$ cat config.mk
export PLATFORM = sky130hd
export DESIGN_NAME = gate_vector_tester_flat
export DESIGN_NICKNAME = d
export VERILOG_FILES = /design/src/rtl/gate_vector_tester_if.sv /design/src/rtl/gate_vector_tester.sv /design/src/flat_wrapper.sv
export SDC_FILE = /design/constraint.sdc
export NUM_CORES = 1
export LEC_CHECK = 0
export ABC_AREA = 1
export BUFFER_PORTS_ARGS = -buffer_cell sky130_fd_sc_hd__buf_4
export CORE_AREA = 10 10 54 88
export DETAILED_ROUTE_END_ITERATION = 7
export DIE_AREA = 0 0 64 98
export HOLD_SLACK_MARGIN = 0.15
export PLACE_DENSITY = 0.81
export SYNTH_ARGS = -nofsm -noshare
export SYNTH_HDL_FRONTEND = slang
export SYNTH_SLANG_ARGS = --single-unit
$ cat constraint.sdc
create_clock -name clk -period 5.7 [get_ports clk]
set_input_delay 0.855 -clock clk [delete_from_list [all_inputs] [get_ports clk]]
set_output_delay 0.855 -clock clk [all_outputs]
set_load 0.03 [all_outputs]
$ cat src/rtl/gate_vector_tester_if.sv
// Bus between gate_vector_tester and whoever drives its run controls and DUT output.
// GVT_FIRST_FAIL_CAPTURE_EN adds the first-failing-vector capture signals.
interface gate_vector_tester_if #(
  parameter int N_IN  = 2,
  parameter int ERR_W = 8
);
  logic             start;
  logic [2:0]       mode;
  logic             dut_out;
  logic [N_IN-1:0]  stim;
  logic             busy;
  logic             done;
  logic             pass;
  logic [ERR_W-1:0] err_cnt;
`ifdef GVT_FIRST_FAIL_CAPTURE_EN
  logic             fail_valid;
  logic [N_IN-1:0]  fail_vec;

  modport master (
    output start, mode, dut_out,
    input  stim, busy, done, pass, err_cnt, fail_valid, fail_vec
  );
  modport slave (
    input  start, mode, dut_out,
    output stim, busy, done, pass, err_cnt, fail_valid, fail_vec
  );
`else
  modport master (
    output start, mode, dut_out,
    input  stim, busy, done, pass, err_cnt
  );
  modport slave (
    input  start, mode, dut_out,
    output stim, busy, done, pass, err_cnt
  );
`endif
endinterface

$ cat src/rtl/gate_vector_tester.sv
// Exhaustive vector driver and checker for an N_IN-input combinational gate.
// Optional macro GVT_FIRST_FAIL_CAPTURE_EN enables first-failing-vector capture.
module gate_vector_tester #(
  parameter int N_IN  = 2,
  parameter int HOLD  = 100,
  parameter int ERR_W = 8
) (
  input logic            clk,
  input logic            rst,
  gate_vector_tester_if.slave bus
);

  if (N_IN < 1 || N_IN > 8) begin : g_bad_n_in
    $error("gate_vector_tester: N_IN must be in 1..8");
  end
  if (HOLD < 1 || HOLD > 65535) begin : g_bad_hold
    $error("gate_vector_tester: HOLD must be in 1..65535");
  end
  if (ERR_W < 1) begin : g_bad_err_w
    $error("gate_vector_tester: ERR_W must be at least 1");
  end

  typedef enum logic [1:0] {IDLE, APPLY, CHECK, DONE} state_t;

  localparam logic [N_IN-1:0]  STIM_ONES = '1;
  localparam logic [ERR_W-1:0] ERR_MAX   = '1;
  localparam logic [15:0]      HOLD_LAST = 16'(HOLD - 1);

  state_t           state_q, state_d;
  logic [N_IN-1:0]  stim_q, stim_d;
  logic [15:0]      hold_cnt_q, hold_cnt_d;
  logic [2:0]       mode_q, mode_d;
  logic             busy_q, busy_d;
  logic             done_q, done_d;
  logic             pass_q, pass_d;
  logic [ERR_W-1:0] err_cnt_q, err_cnt_d;
  logic             expected;
  logic             mismatch;
  logic [ERR_W-1:0] err_next;
`ifdef GVT_FIRST_FAIL_CAPTURE_EN
  logic             fail_valid_q, fail_valid_d;
  logic [N_IN-1:0]  fail_vec_q, fail_vec_d;
`endif

  function automatic logic ref_fn(input logic [2:0] m, input logic [N_IN-1:0] v);
    case (m)
      3'd0:    ref_fn = &v;
      3'd1:    ref_fn = |v;
      3'd2:    ref_fn = ^v;
      3'd3:    ref_fn = ~&v;
      3'd4:    ref_fn = ~|v;
      3'd5:    ref_fn = ~^v;
      3'd6:    ref_fn = v[0];
      default: ref_fn = ~v[0];
    endcase
  endfunction

  always_comb begin
    state_d    = state_q;
    stim_d     = stim_q;
    hold_cnt_d = hold_cnt_q;
    mode_d     = mode_q;
    busy_d     = busy_q;
    done_d     = done_q;
    pass_d     = pass_q;
    err_cnt_d  = err_cnt_q;
`ifdef GVT_FIRST_FAIL_CAPTURE_EN
    fail_valid_d = fail_valid_q;
    fail_vec_d   = fail_vec_q;
`endif
    expected = ref_fn(mode_q, stim_q);
    mismatch = (bus.dut_out != expected);
    err_next = (mismatch && err_cnt_q != ERR_MAX) ? err_cnt_q + 1'b1 : err_cnt_q;

    case (state_q)
      IDLE, DONE: begin
        // A new run may begin from idle or straight from a finished run.
        if (bus.start) begin
          state_d    = APPLY;
          mode_d     = bus.mode;
          stim_d     = '0;
          hold_cnt_d = '0;
          err_cnt_d  = '0;
          busy_d     = 1'b1;
          done_d     = 1'b0;
          pass_d     = 1'b0;
`ifdef GVT_FIRST_FAIL_CAPTURE_EN
          fail_valid_d = 1'b0;
          fail_vec_d   = '0;
`endif
        end
      end
      APPLY: begin
        hold_cnt_d = hold_cnt_q + 16'd1;
        if (hold_cnt_q == HOLD_LAST) begin
          state_d = CHECK;
        end
      end
      CHECK: begin
        err_cnt_d = err_next;
`ifdef GVT_FIRST_FAIL_CAPTURE_EN
        if (mismatch && !fail_valid_q) begin
          fail_valid_d = 1'b1;
          fail_vec_d   = stim_q;
        end
`endif
        // The verdict must include the comparison made in this final cycle.
        if (stim_q == STIM_ONES) begin
          state_d = DONE;
          busy_d  = 1'b0;
          done_d  = 1'b1;
          pass_d  = (err_next == '0);
        end else begin
          state_d    = APPLY;
          stim_d     = stim_q + 1'b1;
          hold_cnt_d = '0;
        end
      end
      default: state_d = IDLE;
    endcase
  end

  always_ff @(posedge clk) begin
    if (rst) begin
      state_q    <= IDLE;
      stim_q     <= '0;
      hold_cnt_q <= '0;
      mode_q     <= '0;
      busy_q     <= 1'b0;
      done_q     <= 1'b0;
      pass_q     <= 1'b0;
      err_cnt_q  <= '0;
`ifdef GVT_FIRST_FAIL_CAPTURE_EN
      fail_valid_q <= 1'b0;
      fail_vec_q   <= '0;
`endif
    end else begin
      state_q    <= state_d;
      stim_q     <= stim_d;
      hold_cnt_q <= hold_cnt_d;
      mode_q     <= mode_d;
      busy_q     <= busy_d;
      done_q     <= done_d;
      pass_q     <= pass_d;
      err_cnt_q  <= err_cnt_d;
`ifdef GVT_FIRST_FAIL_CAPTURE_EN
      fail_valid_q <= fail_valid_d;
      fail_vec_q   <= fail_vec_d;
`endif
    end
  end

  assign bus.stim    = stim_q;
  assign bus.busy    = busy_q;
  assign bus.done    = done_q;
  assign bus.pass    = pass_q;
  assign bus.err_cnt = err_cnt_q;
`ifdef GVT_FIRST_FAIL_CAPTURE_EN
  assign bus.fail_valid = fail_valid_q;
  assign bus.fail_vec   = fail_vec_q;
`endif

endmodule

$ cat src/flat_wrapper.sv
// flat-port wrapper written by rule: the top's interface ports become plain ports
module gate_vector_tester_flat 
#(
  parameter int N_IN  = 2,
  parameter int HOLD  = 100,
  parameter int ERR_W = 8
)
  (clk, rst, bus_start, bus_mode, bus_dut_out, bus_stim, bus_busy, bus_done, bus_pass, bus_err_cnt);
  gate_vector_tester_if #(.N_IN(N_IN), .ERR_W(ERR_W)) bus_i ();
  input logic clk;
  input logic rst;
  input wire logic [$bits(bus_i.start)-1:0] bus_start;
  input wire logic [$bits(bus_i.mode)-1:0] bus_mode;
  input wire logic [$bits(bus_i.dut_out)-1:0] bus_dut_out;
  output wire logic [$bits(bus_i.stim)-1:0] bus_stim;
  output wire logic [$bits(bus_i.busy)-1:0] bus_busy;
  output wire logic [$bits(bus_i.done)-1:0] bus_done;
  output wire logic [$bits(bus_i.pass)-1:0] bus_pass;
  output wire logic [$bits(bus_i.err_cnt)-1:0] bus_err_cnt;
  assign bus_i.start = bus_start;
  assign bus_i.mode = bus_mode;
  assign bus_i.dut_out = bus_dut_out;
  assign bus_stim = bus_i.stim;
  assign bus_busy = bus_i.busy;
  assign bus_done = bus_i.done;
  assign bus_pass = bus_i.pass;
  assign bus_err_cnt = bus_i.err_cnt;
  gate_vector_tester #(.N_IN(N_IN), .HOLD(HOLD), .ERR_W(ERR_W)) u_core (.clk(clk), .rst(rst), .bus(bus_i));
endmodule
; After elaboration in Yosys (flattened, before gate mapping)
; Cells that the tools add are included.
; W data, S select, Z words.
[classes]
addsub = 3
n_eq_ne = 17
n_mux = 22
n_bitwise = 1
n_reduce_logical = 18
[op_table]
columns = cell, count
row1 = $pmux W16 S3, 1
row2 = $mux W16, 2
row3 = $add A16 B1 Y16 const B, 1
row4 = $eq A16 B7 Y1 const B, 1
row5 = $mux W8, 2
row6 = $pmux W8 S2, 1
row7 = $mux W2, 5
row8 = $reduce_and A2 Y1, 5
row9 = $eq A3 B3 Y1 const B, 3
row10 = $add A8 B1 Y8 const B, 1
row11 = $logic_not A8 Y1, 1
row12 = $ne A8 B8 Y1 const B, 1
row13 = $pmux W1 S7, 1
row14 = $eq A2 B2 Y1 const B, 3
row15 = $eq A3 B2 Y1 const B, 2
row16 = $pmux W1 S2, 3
row17 = $pmux W2 S3, 1
row18 = $reduce_and A3 Y1, 2
row19 = $mux W1, 5
row20 = $ne A2 B1 Y1 const B, 2
row21 = $ne A2 B2 Y1 const B, 2
row22 = $pmux W2 S2, 1
row23 = $reduce_or A2 Y1, 2
row24 = $eq A3 B1 Y1 const B, 1
row25 = 11 further kinds, 12
[totals]
ff_bits = 34
input_bits = 7
output_inout_bits = 13

; Logic depth before layout (Yosys ltp)
; Gate-level depths: netlist (run 1).
[logic_depth]
word_depth = 9
depth_mapped = 16

; Worst setup path before layout (run 1)
; No wires, ideal clock.
[synth_path]
path_type = register to register
startpoint = register u_core.stim_q[0] (netlist: u_core.bus.stim[0])
endpoint = register u_core.pass_q (netlist: u_core.bus.pass)
setup_ns = 0.067
arrival_time_ns = 1.982
slack_ns = 3.651
path_stages_with_launch = 16
path_cell_list = dfxtp_1 inv_1 ha_1 inv_1 nand2_1 nand3_1 nand2_1 nand2_2 nand2_2 nand2_4 nand3_4 nand2_2 nand2_2 nor3_2 nand2_1 a21oi_2
[synth_between]
elab_chain_cells = 9
word_cells_on_any_way = 17
classes_between = 3 x eq/ne / 4 x mux / 1 x bitwise / 9 x reduce/logical
[synth_lines]
columns = item, line
row1 = from (decl), gate_vector_tester.sv:30  ; logic [N_IN-1:0] stim_q, stim_d;
row2 = from (signal assigned), gate_vector_tester.sv:139  ; stim_q <= stim_d;
row3 = $reduce_or A2 Y1 / $reduce_and A2 Y1 (equally long branches), n/a
row4 = "$logic_not A1 Y1, on equally long branches", "gate_vector_tester.sv:51, gate_vector_tester.sv:50"
row5 = $pmux W1 S7, gate_vector_tester.sv:46  ; case (m)
row6 = $ne A1 B1 Y1, gate_vector_tester.sv:72  ; mismatch = (bus.dut_out != expected);
row7 = $logic_and A1 B1 Y1, gate_vector_tester.sv:73  ; err_next = (mismatch && err_cnt_q != ERR_MAX) ? err_cnt_q + 1'b1 : err_cnt_q;
row8 = $mux W8, gate_vector_tester.sv:73
row9 = $logic_not A8 Y1, gate_vector_tester.sv:112  ; pass_d = (err_next == '0);
row10 = $mux W1, gate_vector_tester.sv:108  ; if (stim_q == STIM_ONES) begin
row11 = $pmux W1 S2, gate_vector_tester.sv:75  ; case (state_q)
row12 = to (signal assigned), gate_vector_tester.sv:144  ; pass_q <= pass_d;
row13 = to (decl), gate_vector_tester.sv:35  ; logic pass_q, pass_d;
; Parallel ways exist; a longest one is shown, timed or not. The select of a mux whose other input is x is not followed.
; A chain may end at the register's enable or synchronous reset.

; Final worst setup path (run 1)
[layout_path]
startpoint = register u_core.state_q[0]
endpoint = register u_core.hold_cnt_q[7]
[layout_between]
elab_chain_cells = 4
word_cells_on_any_way = 9
classes_between = 5 x eq/ne / 1 x mux / 3 x reduce/logical
[layout_lines]
columns = item, line
row1 = from (decl), gate_vector_tester.sv:29  ; state_t state_q, state_d;
row2 = from (signal assigned), gate_vector_tester.sv:138  ; state_q <= state_d;
row3 = $eq A2 B2 Y1 / $logic_not A2 Y1 (equally long branches), gate_vector_tester.sv:75
row4 = $reduce_or A2 Y1, gate_vector_tester.sv:75
row5 = $ne A2 B2 Y1 (no line), n/a
row6 = $reduce_and A2 Y1 (no line), n/a
row7 = to (signal assigned), gate_vector_tester.sv:140  ; hold_cnt_q <= hold_cnt_d;
row8 = to (decl), gate_vector_tester.sv:31  ; logic [15:0] hold_cnt_q, hold_cnt_d;
; Parallel ways exist; a longest one is shown, timed or not.

==> results.md, run 1 <==
- Status: complete, no violations
- CTS resizes: 0
- Worst VDD drop: 0.1933 mV
- Share of cells above drive strength 1: 19.41%
- Warnings, synthesis: 0
- Via Count: 1825
- Synth top area cells: dfxtp_1, nand2_1, a21oi_1
- Slowest stage delay, CP: 410 ps
- Cell chain of the critical path: inv_1 > ha_1 > nand2_4 > nand2_4 > o21ai_1 > clkinv_1 > o21ai_0 > a21oi_1
- Top-count cell post-synth: nand2_1
- Fill cells: 306
- Core Region: 3328 sq um
- Period utilisation layout: 37.93%
- CP max stage cell: o21ai_1
- Num CTS Buffers: 5
- Port Buffers: 19
- Max frequency: 462.6 MHz
- Full die area: 6272 sq um
- Met3 GRT Util: 3.661%
- Antenna diodes: 0
- Final min period: 2162 ps
- Via density: 5.229
- Most used routing layer: met2
- Clk pin slew, worst setup/hold paths: 60 ps
- Largest net degree at the start of global routing: 15
- Die extent in x: 64 um
- Top FF cell, synth: dfxtp_1
- Mapped Cells: 279
- Slew Limit Fails: 0
- PwrDens: 252.3 nW/um^2
- Yosys reg bits: 34
- CTS root buffer: clkbuf_8
- Final setup viols: 0
- M1 GR Usage: 13.47%
- Crit Path Class: reg -> reg
- CP required: 5870 ps
- DR iter-0 viols: 75
- Startpoint class of the critical path: flip-flop
- Drt wl/cell: 11.98 um
- Total Routing Usage GR: 14.08%
- Cts hold-fix bufs: 0
- Routed WL: 4181 um
- Fin nets: 318
- Initial DRT Pass Iterations: 4
- Number of enable flip-flop cells after synthesis: 0
- Slew of the pin with the lowest slew margin: 630.0 ps
- Power Total: 0.5687 mW
- Setup repair bufs after CTS: 0
- Critical Path Most Common Cell: nand2_4
- CTS Sinks: 34
- Top post-synthesis cells by count: nand2_1, inv_1, dfxtp_1
- # DRC: 0
- Mapped cell area: 1983 sq um
- Final weighted congestion in routability-driven placement: 0.8598
- Max Cap Viol: 0
- Net Sw Power: 0.1879 mW
- Clock buffer depth: 2
- Relative slew slack: 57.85%
- # H-tree levels: 2
- Die H: 98 um
- CTS tree: built
- Row count: 28
- HP Class: reg -> reg
- Synth cell types: 32
- Overflow after GRT: 0
- Initial antenna violation count: 0
- Synth top area share: 34.32%
- Sw frac: 33.04%
- Synthesized Nets: 293
- Fin. Hold Viols: 0
- Cell taking the most area after synthesis: dfxtp_1
- First-pass GRT wire length: 7376 um
- Critical path endpoint category: flip-flop
- Critical Path AT: 2330 ps
- Vias in the first global route: 1776
- Combinational power share: 25.5%
- Boundary Pins: 20
- M2 GR Usage: 26.33%
- Post-DP HPWL: 3247 um
- Post-Layout Cell Count: 349
- Worst Skew: 8.614 ps
- Sum of negative setup slack: 0 ps
- Inst Count DP: 342
- RSZ-0062 raised after global routing: false
- Clk pwr share: 28.7%
- Worst-Skew Late Latency: 280 ps
- Ys async rst share: 0%
- Leakage dissipation: 0.9338 nW
- Sequential share of power: 45.7%
- Mean Syn Cell Area: 7.108 sq um
- Area grow syn2layout: 13.69%
- P_int: 0.3808 mW
- Crit Path Max Fanout: 10
- Register area share after synthesis: 34.32%
- Post-route ant nets: 0
- Initial cell density of the core: 59.59%
registers in the layout, indices dropped and copies added, names as in the netlist:
signal,count
u_core.bus.stim,2
u_core.hold_cnt_q,16
u_core.mode_q,3
u_core.bus.busy,1
u_core.bus.done,1
u_core.bus.err_cnt,8
u_core.state_q,2
u_core.bus.pass,1
metal layers:
| layer | wire length (um) | up-vias |
|---|---|---|
| li1 | - | 966 |
| met1 | 1639 | 820 |
| met2 | 2288 | 29 |
| met3 | 152 | 10 |
| met4 | 100 | 0 |
| met5 | 0 | - |
layout by cell type, fill, tap and decap left out, drive strengths merged:
master   n
clkbuf   7
nor2    34
xnor2    1
nand3b   1
nor4     2
inv     41
nand3   24
nor3     7
ha       7
a211oi   1
dfxtp   34
nand4   11
a21oi   28
nand2   66
o21ai   13
xor2     3
o31ai    1
clkinv   2
or2      2
buf     19
final timing paths:
path	start	endpoint	slack, ps	depth (start not counted)
min reg2reg	u_core.state_q[1]	u_core.state_q[1]	490	2
max	u_core.state_q[0]	u_core.hold_cnt_q[7]	3540	8
max reg2reg	u_core.state_q[0]	u_core.hold_cnt_q[7]	3540	8
min	u_core.state_q[1]	u_core.state_q[1]	490	2
power groups by stage:
stage / clock network (mW) / logic, mW / registers (mW)
2_1_floorplan: 0 / 0.109 / 0.267
3_3_place_gp: 0 / 0.143 / 0.265
3_5_place_dp: 0 / 0.145 / 0.265
4_1_cts: 0.170 / 0.146 / 0.260
5_1_grt: 0.174 / 0.164 / 0.261
6_report: 0.163 / 0.145 / 0.260
kinds of logic after synthesis:
logic type / after synthesis / share of synthesized area [%]
AOI/OAI and AO/OA: 43 / 11.29
and+or+nand+nor: 147 / 39.87
buffers and inverters: 44 / 8.328
adders and majority gates: 7 / 4.416
DFF: 34 / 34.32
xor gates and xnor gates: 4 / 1.767
worst max-delay path, delay by kind of cell, from the launching register on:
family,cells,cell delay [ps]
compound gates,3,650
buf+inv,2,460
fa+ha+maj,1,370
flops,1,360
simple gates,2,200
cell type report:
type / instances / area [sq um] / area share, %
inverters: 43 / 161.4 / 7.159
flip-flops and latches: 34 / 680.7 / 30.19
well taps: 45 / 56.30 / 2.497
multi-input cells: 201 / 1137 / 50.44
repair buffers: 19 / 142.6 / 6.326
clock buffers: 7 / 76.32 / 3.385
through the flow:
| stage | hold WS (ps) | worst slack (ps) | util, % | instance area (sq um) |
|---|---|---|---|---|
| 6_report | 488.6 | 3538 | 67.74 | 2255 |
| 5_1_grt | 523.7 | 3350 | 67.74 | 2255 |
| 4_1_cts | 489.5 | 3551 | 67.74 | 2255 |
| 3_5_place_dp | 479.9 | 3422 | 65.45 | 2178 |
| 3_3_place_gp | 456.8 | 3457 | 65.45 | 2178 |
| 2_1_floorplan | 443.7 | 3651 | - | 1983 |
Note: power is estimated with default switching activity, not from simulation.
==> inputs of run 2 (changes only) <==
--- a/config.mk
+++ b/config.mk
@@ -5,13 +5,13 @@
 export SDC_FILE = /design/constraint.sdc
 export NUM_CORES = 1
 export LEC_CHECK = 0
-export ABC_AREA = 1
+export ABC_AREA = 0
 export BUFFER_PORTS_ARGS = -buffer_cell sky130_fd_sc_hd__buf_4
-export CORE_AREA = 10 10 54 88
+export CORE_AREA = 10 10 58 94
 export DETAILED_ROUTE_END_ITERATION = 7
-export DIE_AREA = 0 0 64 98
+export DIE_AREA = 0 0 68 104
 export HOLD_SLACK_MARGIN = 0.15
-export PLACE_DENSITY = 0.81
+export PLACE_DENSITY = 0.72
 export SYNTH_ARGS = -nofsm -noshare
 export SYNTH_HDL_FRONTEND = slang
 export SYNTH_SLANG_ARGS = --single-unit
==> constraint.sdc (replaced) <==
create_clock -name clk -period 1.9 [get_ports clk]
set_input_delay 0.285 -clock clk [delete_from_list [all_inputs] [get_ports clk]]
set_output_delay 0.285 -clock clk [all_outputs]
set_load 0.03 [all_outputs]
==> run 2 against run 1 <==
  * Clock-buffer cell count down 1
  * The flow now finishes with violations (negative setup slack)
  * Register-to-register slack worse by 4100 ps
  * Synthesized cell count down 15%
  * Critical path depth unchanged
  * Critical path type unchanged
  * Largest cell class unchanged
  * Power rose to 3.3 times the previous value
  * Wire length up 27%
  * Final area up 17%
  * Hold slack worse by 230 ps
  * Sequential cell count unchanged
==> results.md, run 2 <==
- Share of cells above drive strength 1: 35.49%
- XOR/XNOR share of the synthesized area: 5.447%
- Max Cap Viol: 0
- # H-tree levels: 2
- Slew Limit Fails: 0
- Max reg flops: 16
- Largest family of logic cells by synthesized area: simple AND/OR/NAND/NOR gates
- PwrDens: 701.0 nW/um^2
- Row count: 30
- Yosys reg bits: 34
- Final weighted congestion in routability-driven placement: 0.8396
- Initial cell density of the core: 49.42%
- Number of enable flip-flop cells after synthesis: 0
- Clock buffer depth: 2
- HP Class: in -> reg
- Sum of negative setup slack: -4103 ps
- Most frequent cells in the layout: buf_4, dfxtp_1, nand2_1, nor2_1, a21oi_1
- Crit Path Max Fanout: 4
- Synth top area cells: dfxtp_1, a21oi_1, nand2_1
- Largest net degree at the start of global routing: 21
- Status: finished with violations
- Post-route ant nets: 0
- Port Buffers: 19
- Hold slack final: 255.3 ps
- Clk pin slew, worst setup/hold paths: 70 ps
- Synth cell types: 41
- Most used routing layer: met2
- Mapped Cells: 236
- Top post-synthesis cells by count: dfxtp_1, nand2_1, nor2_1
- Register area share after synthesis: 35.28%
- Top FF cell, synth: dfxtp_1
- Top-count cell post-synth: dfxtp_1
- FF-to-FF path depth: 8
- Leakage dissipation: 1.031 nW
- CTS root buffer: clkbuf_8
- Multiplexer share of the synthesized area: 5.707%
- Worst VDD drop: 0.5773 mV
- First-pass GRT wire length: 8404 um
- Post-DP HPWL: 3809 um
- Worst Skew: 9.547 ps
- Synth Area in Compound Gates: 17.70%
- DR iter-0 viols: 127
- Ys async rst share: 0%
- Total Routing Usage GR: 14.83%
- Post-Synth Adder-Cell Area: 4.540%
- Fill cells: 318
- Synthesized Nets: 250
- Most common cell after layout, fill and taps aside: buf_4
- CTS Sinks: 34
- Synth Area in Simple Gates: 27.50%
- Cell taking the most area after synthesis: dfxtp_1
- RSZ-0062 raised after global routing: true
- Period utilisation layout: 127.6%
- M1 GR Usage: 13.02%
- Worst-Skew Late Latency: 290 ps
- Via Count: 1923
- Worst setup margin: -524.3 ps
- Failing checks: negative setup slack
- Warnings, synthesis: 0
- Num CTS Buffers: 5
- Max frequency: 412.5 MHz
- Final setup viols: 12
- Die extent in x: 68 um
- Mapped cell area: 1929 sq um
- Area grow syn2layout: 37.29%
- Mean Syn Cell Area: 8.175 sq um
- Core Region: 3904 sq um
- Full die area: 7072 sq um
- Vias in the first global route: 1982
- Worst hold path depth: 3
- Largest register by flop count: u_core.hold_cnt_q
- Fin. Hold Viols: 0
- M2 GR Usage: 28.07%
- Relative slew slack: 74.24%
- Synth top area share: 35.28%
- CP required: 2120 ps
- Slew of the pin with the lowest slew margin: 385.1 ps
- Fin nets: 306
- Initial DRT Pass Iterations: 4
- Boundary Pins: 20
- Met3 GRT Util: 3.128%
- Overflow after GRT: 0
- Critical path endpoint category: flip-flop
- Routed WL: 5302 um
- Die H: 104 um
- Final min period: 2424 ps
- Via density: 5.639
- Antenna diodes: 0
- Initial antenna violation count: 0
- Critical Path AT: 2640 ps
- # DRC: 0
- Startpoint class of the critical path: flip-flop
- Crit Path Class: reg -> reg
- CTS tree: built
- Drt wl/cell: 15.55 um
[run 2: path summary, 6_finish.rpt]
kind | startpoint | endpoint | slack [ps]
setup / recovery | u_core.bus.stim[1] | u_core.bus.err_cnt[5] | -520
hold / removal | bus_mode[0] | u_core.mode_q[0] | 260
hold reg to reg | u_core.mode_q[0] | u_core.mode_q[0] | 480
setup reg to reg | u_core.bus.stim[1] | u_core.bus.err_cnt[5] | -520
[run 2: kinds of logic after synthesis]
group | after synthesis
simple gates | 106
compound gates | 55
flops | 34
buf+inv | 15
xor+xnor | 12
mux | 7
fa+ha+maj | 7
[run 2: stage by stage]
stage               instances  setup slack [ps]  util (%)  total power [mW]  area [sq um]
finish                    341            -524.3     67.85             1.857          2649
global route              341            -614.0     67.85             1.964          2649
CTS                       340            -563.6     65.29             1.836          2549
detailed placement        325            -560.0     60.51             1.299          2362
global placement          325            -502.0     60.51             1.289          2362
floorplan                 236            -519.3         -             1.129          1983
[run 2: report_power, final]
part | leakage (nW) | internal, mW | total, mW | switching (mW)
sequential | 0.277 | 0.743 | 0.770 | 0.0265
combinational | 0.711 | 0.265 | 0.583 | 0.319
clock | 0.0426 | 0.252 | 0.504 | 0.252
[run 2: repair_timing]
item	4_1_cts	5_1_grt
endpoints found under the setup margin	16	19
hold buffers	0	0
pin swaps	14	10
buffers inserted	7	1
resized for setup	13	24
[run 2: routing by layer]
metal / vias up / share of wire [%]
met5: - / 0
met4: 0 / 3.3
met3: 16 / 2.3
met2: 23 / 59
met1: 924 / 35
li1: 960 / -
[run 2: worst max-delay path, stage by stage, from the launching register on]
cell     delay (ps)
dfxtp_4         360
inv_4            40
ha_4            230
mux2_4          260
mux4_2          550
mux2i_4         240
or3_4           350
a21o_1          200
a21oi_2         130
[run 2: layout make-up]
class | count | area [sq um] | share of cell area, %
Sequential cell | 34 | 689.4 | 26.03
Clock buffer | 6 | 72.57 | 2.740
Inverter | 4 | 17.52 | 0.6613
Timing Repair Buffer | 60 | 480.5 | 18.14
Clock inverter | 2 | 8.758 | 0.3307
Multi-Input combinational cell | 187 | 1320 | 49.83
Tap cell | 48 | 60.06 | 2.267
==> inputs of run 3 (changes only) <==
--- a/config.mk
+++ b/config.mk
@@ -7,11 +7,10 @@
 export LEC_CHECK = 0
 export ABC_AREA = 0
 export BUFFER_PORTS_ARGS = -buffer_cell sky130_fd_sc_hd__buf_4
-export CORE_AREA = 10 10 58 94
+export CORE_AREA = 10 10 61 100
 export DETAILED_ROUTE_END_ITERATION = 7
-export DIE_AREA = 0 0 68 104
+export DIE_AREA = 0 0 71 110
 export HOLD_SLACK_MARGIN = 0.15
-export PLACE_DENSITY = 0.72
 export SYNTH_ARGS = -nofsm -noshare
 export SYNTH_HDL_FRONTEND = slang
 export SYNTH_SLANG_ARGS = --single-unit
==> constraint.sdc (replaced) <==
create_clock -name clk -period 2.5 [get_ports clk]
set_input_delay 0.375 -clock clk [delete_from_list [all_inputs] [get_ports clk]]
set_output_delay 0.375 -clock clk [all_outputs]
set_load 0.03 [all_outputs]
==> run 3 against run 2 <==
  * The flow now finishes without violations
  * Clock-buffer cell count grew 1
  * First-iteration DRC count shrank 52%
  * Critical path depth is the same
  * Core utilization shrank 15 points
  * Sequential power shrank 24%
  * Sequential share of layout area grew 3.7 points
  * Clock power shrank 4.0%
  * Power shrank 23%
  * Clock skew shrank 2.1 ps
==> results.md, run 3 (synthesized netlist as in run 2, its figures left out) <==
- Via density: 5.683
- Status: complete, no violations
- Final min period: 2458 ps
- # H-tree levels: 2
- PwrDens: 614.9 nW/um^2
- Max frequency: 406.8 MHz
- Port Buffers: 19
- Largest register by flop count: u_core.hold_cnt_q
- Core Region: 4404 sq um
- Final weighted congestion in routability-driven placement: 0.8570
- Initial cell density of the core: 43.81%
- Row count: 32
- Leakage dissipation: 0.8462 nW
- Cts hold-fix bufs: 0
- # DRC: 0
- Critical path endpoint category: flip-flop
- Period utilisation layout: 98.33%
- Initial antenna violation count: 0
- Boundary Pins: 20
- HP Class: in -> reg
- Full die area: 7810 sq um
- Drt wl/cell: 15.12 um
- Worst-Skew Late Latency: 280 ps
- CTS tree: built
- RSZ-0062 raised after global routing: true
- Post-route ant nets: 0
- Startpoint class of the critical path: flip-flop
- Fill cells: 471
- Num CTS Buffers: 5
- Critical Path AT: 2620 ps
- CTS Sinks: 34
- First-pass GRT wire length: 7955 um
- Relative slew slack: 56.12%
- Slew of the pin with the lowest slew margin: 651.3 ps
- Share of cells above drive strength 1: 20.45%
- Routed WL: 4762 um
- Power Total: 1.426 mW
- Final setup viols: 0
- Largest net degree at the start of global routing: 21
- Clk pin slew, worst setup/hold paths: 70 ps
- Die extent in x: 71 um
- CTS root buffer: clkbuf_8
- Most frequent cells in the layout: dfxtp_1, buf_4, nand2_1, nor2_1, a21oi_1
- Slew Limit Fails: 0
- Overflow after GRT: 0
- Fin nets: 277
- Total Routing Usage GR: 12.23%
- Worst Skew: 7.458 ps
- Max reg flops: 16
- Hold slack final: 354.4 ps
- DR iter-0 viols: 61
- Area of the multi-input gates: 1209 sq um
- Clock buffer depth: 2
- Via Count: 1790
- Vias in the first global route: 1793
- Crit Path Class: reg -> reg
- Max Cap Viol: 0
- Worst VDD drop: 0.6060 mV
- Initial DRT Pass Iterations: 5
- Die H: 110 um
- Register area: 688.2 sq um
- Most common cell after layout, fill and taps aside: dfxtp_1
- Antenna diodes: 0
- Post-DP HPWL: 3693 um
- Crit Path Max Fanout: 6
- Area grow syn2layout: 20.17%
- CP required: 2660 ps
- Fin. Hold Viols: 0
==> run 3: cell count changes in the layout (fill, tap and decap cells not counted), moves of 3 or more <==
| cell | delta |
|---|---|
| a21oi_1 | +4 |
| buf_4 | -22 |
| or3_1 | +3 |
| a21oi_2 | -4 |
| or3_4 | -3 |
| nor3_1 | +3 |
| buf_6 | -7 |
| o21ai_0 | +3 |
==> run 3: repair_timing <==
action / 4_1_cts / 5_1_grt
buffers inserted: 1 / 1
setup endpoints to repair: 1 / 4
pin swaps: 0 / 3
resized for setup: 0 / 7
==> run 3: worst max-delay path: stages, from the launching register on <==
cell and delay (ps):
dfxtp_4 360, inv_1 60, ha_4 250, mux2_4 260, mux4_2 570, mux2_4 370, and3_4 190, o32ai_2 210
o31ai_2 70
==> run 3: path summary, 6_finish.rpt <==
check,slack (ps),depth (start not counted),end,startpoint
setup / recovery,40,8,u_core.bus.pass,u_core.bus.stim[0]
hold / removal,350,3,u_core.mode_q[0],bus_mode[0]
setup reg to reg,40,8,u_core.bus.pass,u_core.bus.stim[0]
hold reg to reg,470,2,u_core.mode_q[0],u_core.mode_q[0]
==> run 3: layout make-up <==
class | count | share of cell area, %
inverters | 4 | 0.6476
flip-flops and latches | 34 | 29.68
multi-input cells | 187 | 52.13
clock inverters | 1 | 1.295
repair buffers | 31 | 10.20
well taps | 51 | 2.752
clock buffers | 7 | 3.292
==> run 3: stage by stage <==
stage / setup TNS [ps] / instances / utilization [%] / setup slack (ps) / instance area (sq um)
4_1_cts: 0 / 314 / 51.90 / 15.40 / 2286
6_report: 0 / 315 / 52.64 / 41.76 / 2318
3_3_place_gp: 0 / 305 / 49.32 / 48.06 / 2172
3_5_place_dp: 0 / 305 / 49.32 / 10.27 / 2172
5_1_grt: -58.40 / 315 / 52.64 / -56.13 / 2318
2_1_floorplan: 0 / 236 / - / 14.26 / 1949
==> run 3: layer usage <==
layer	part of all wire [%]	wire (um)	GRT usage [%]
met3	3.9	185	3.044
met4	2.7	130	5.556
met1	38	1796	11.11
met2	56	2649	24.39
met5	0	0	0
==> run 3: where the power goes <==
part	internal [mW]	switching, mW	total, mW	leakage, nW
logic	0.143	0.211	0.355	0.517
registers	0.564	0.0232	0.587	0.277
clock network	0.298	0.186	0.484	0.0524
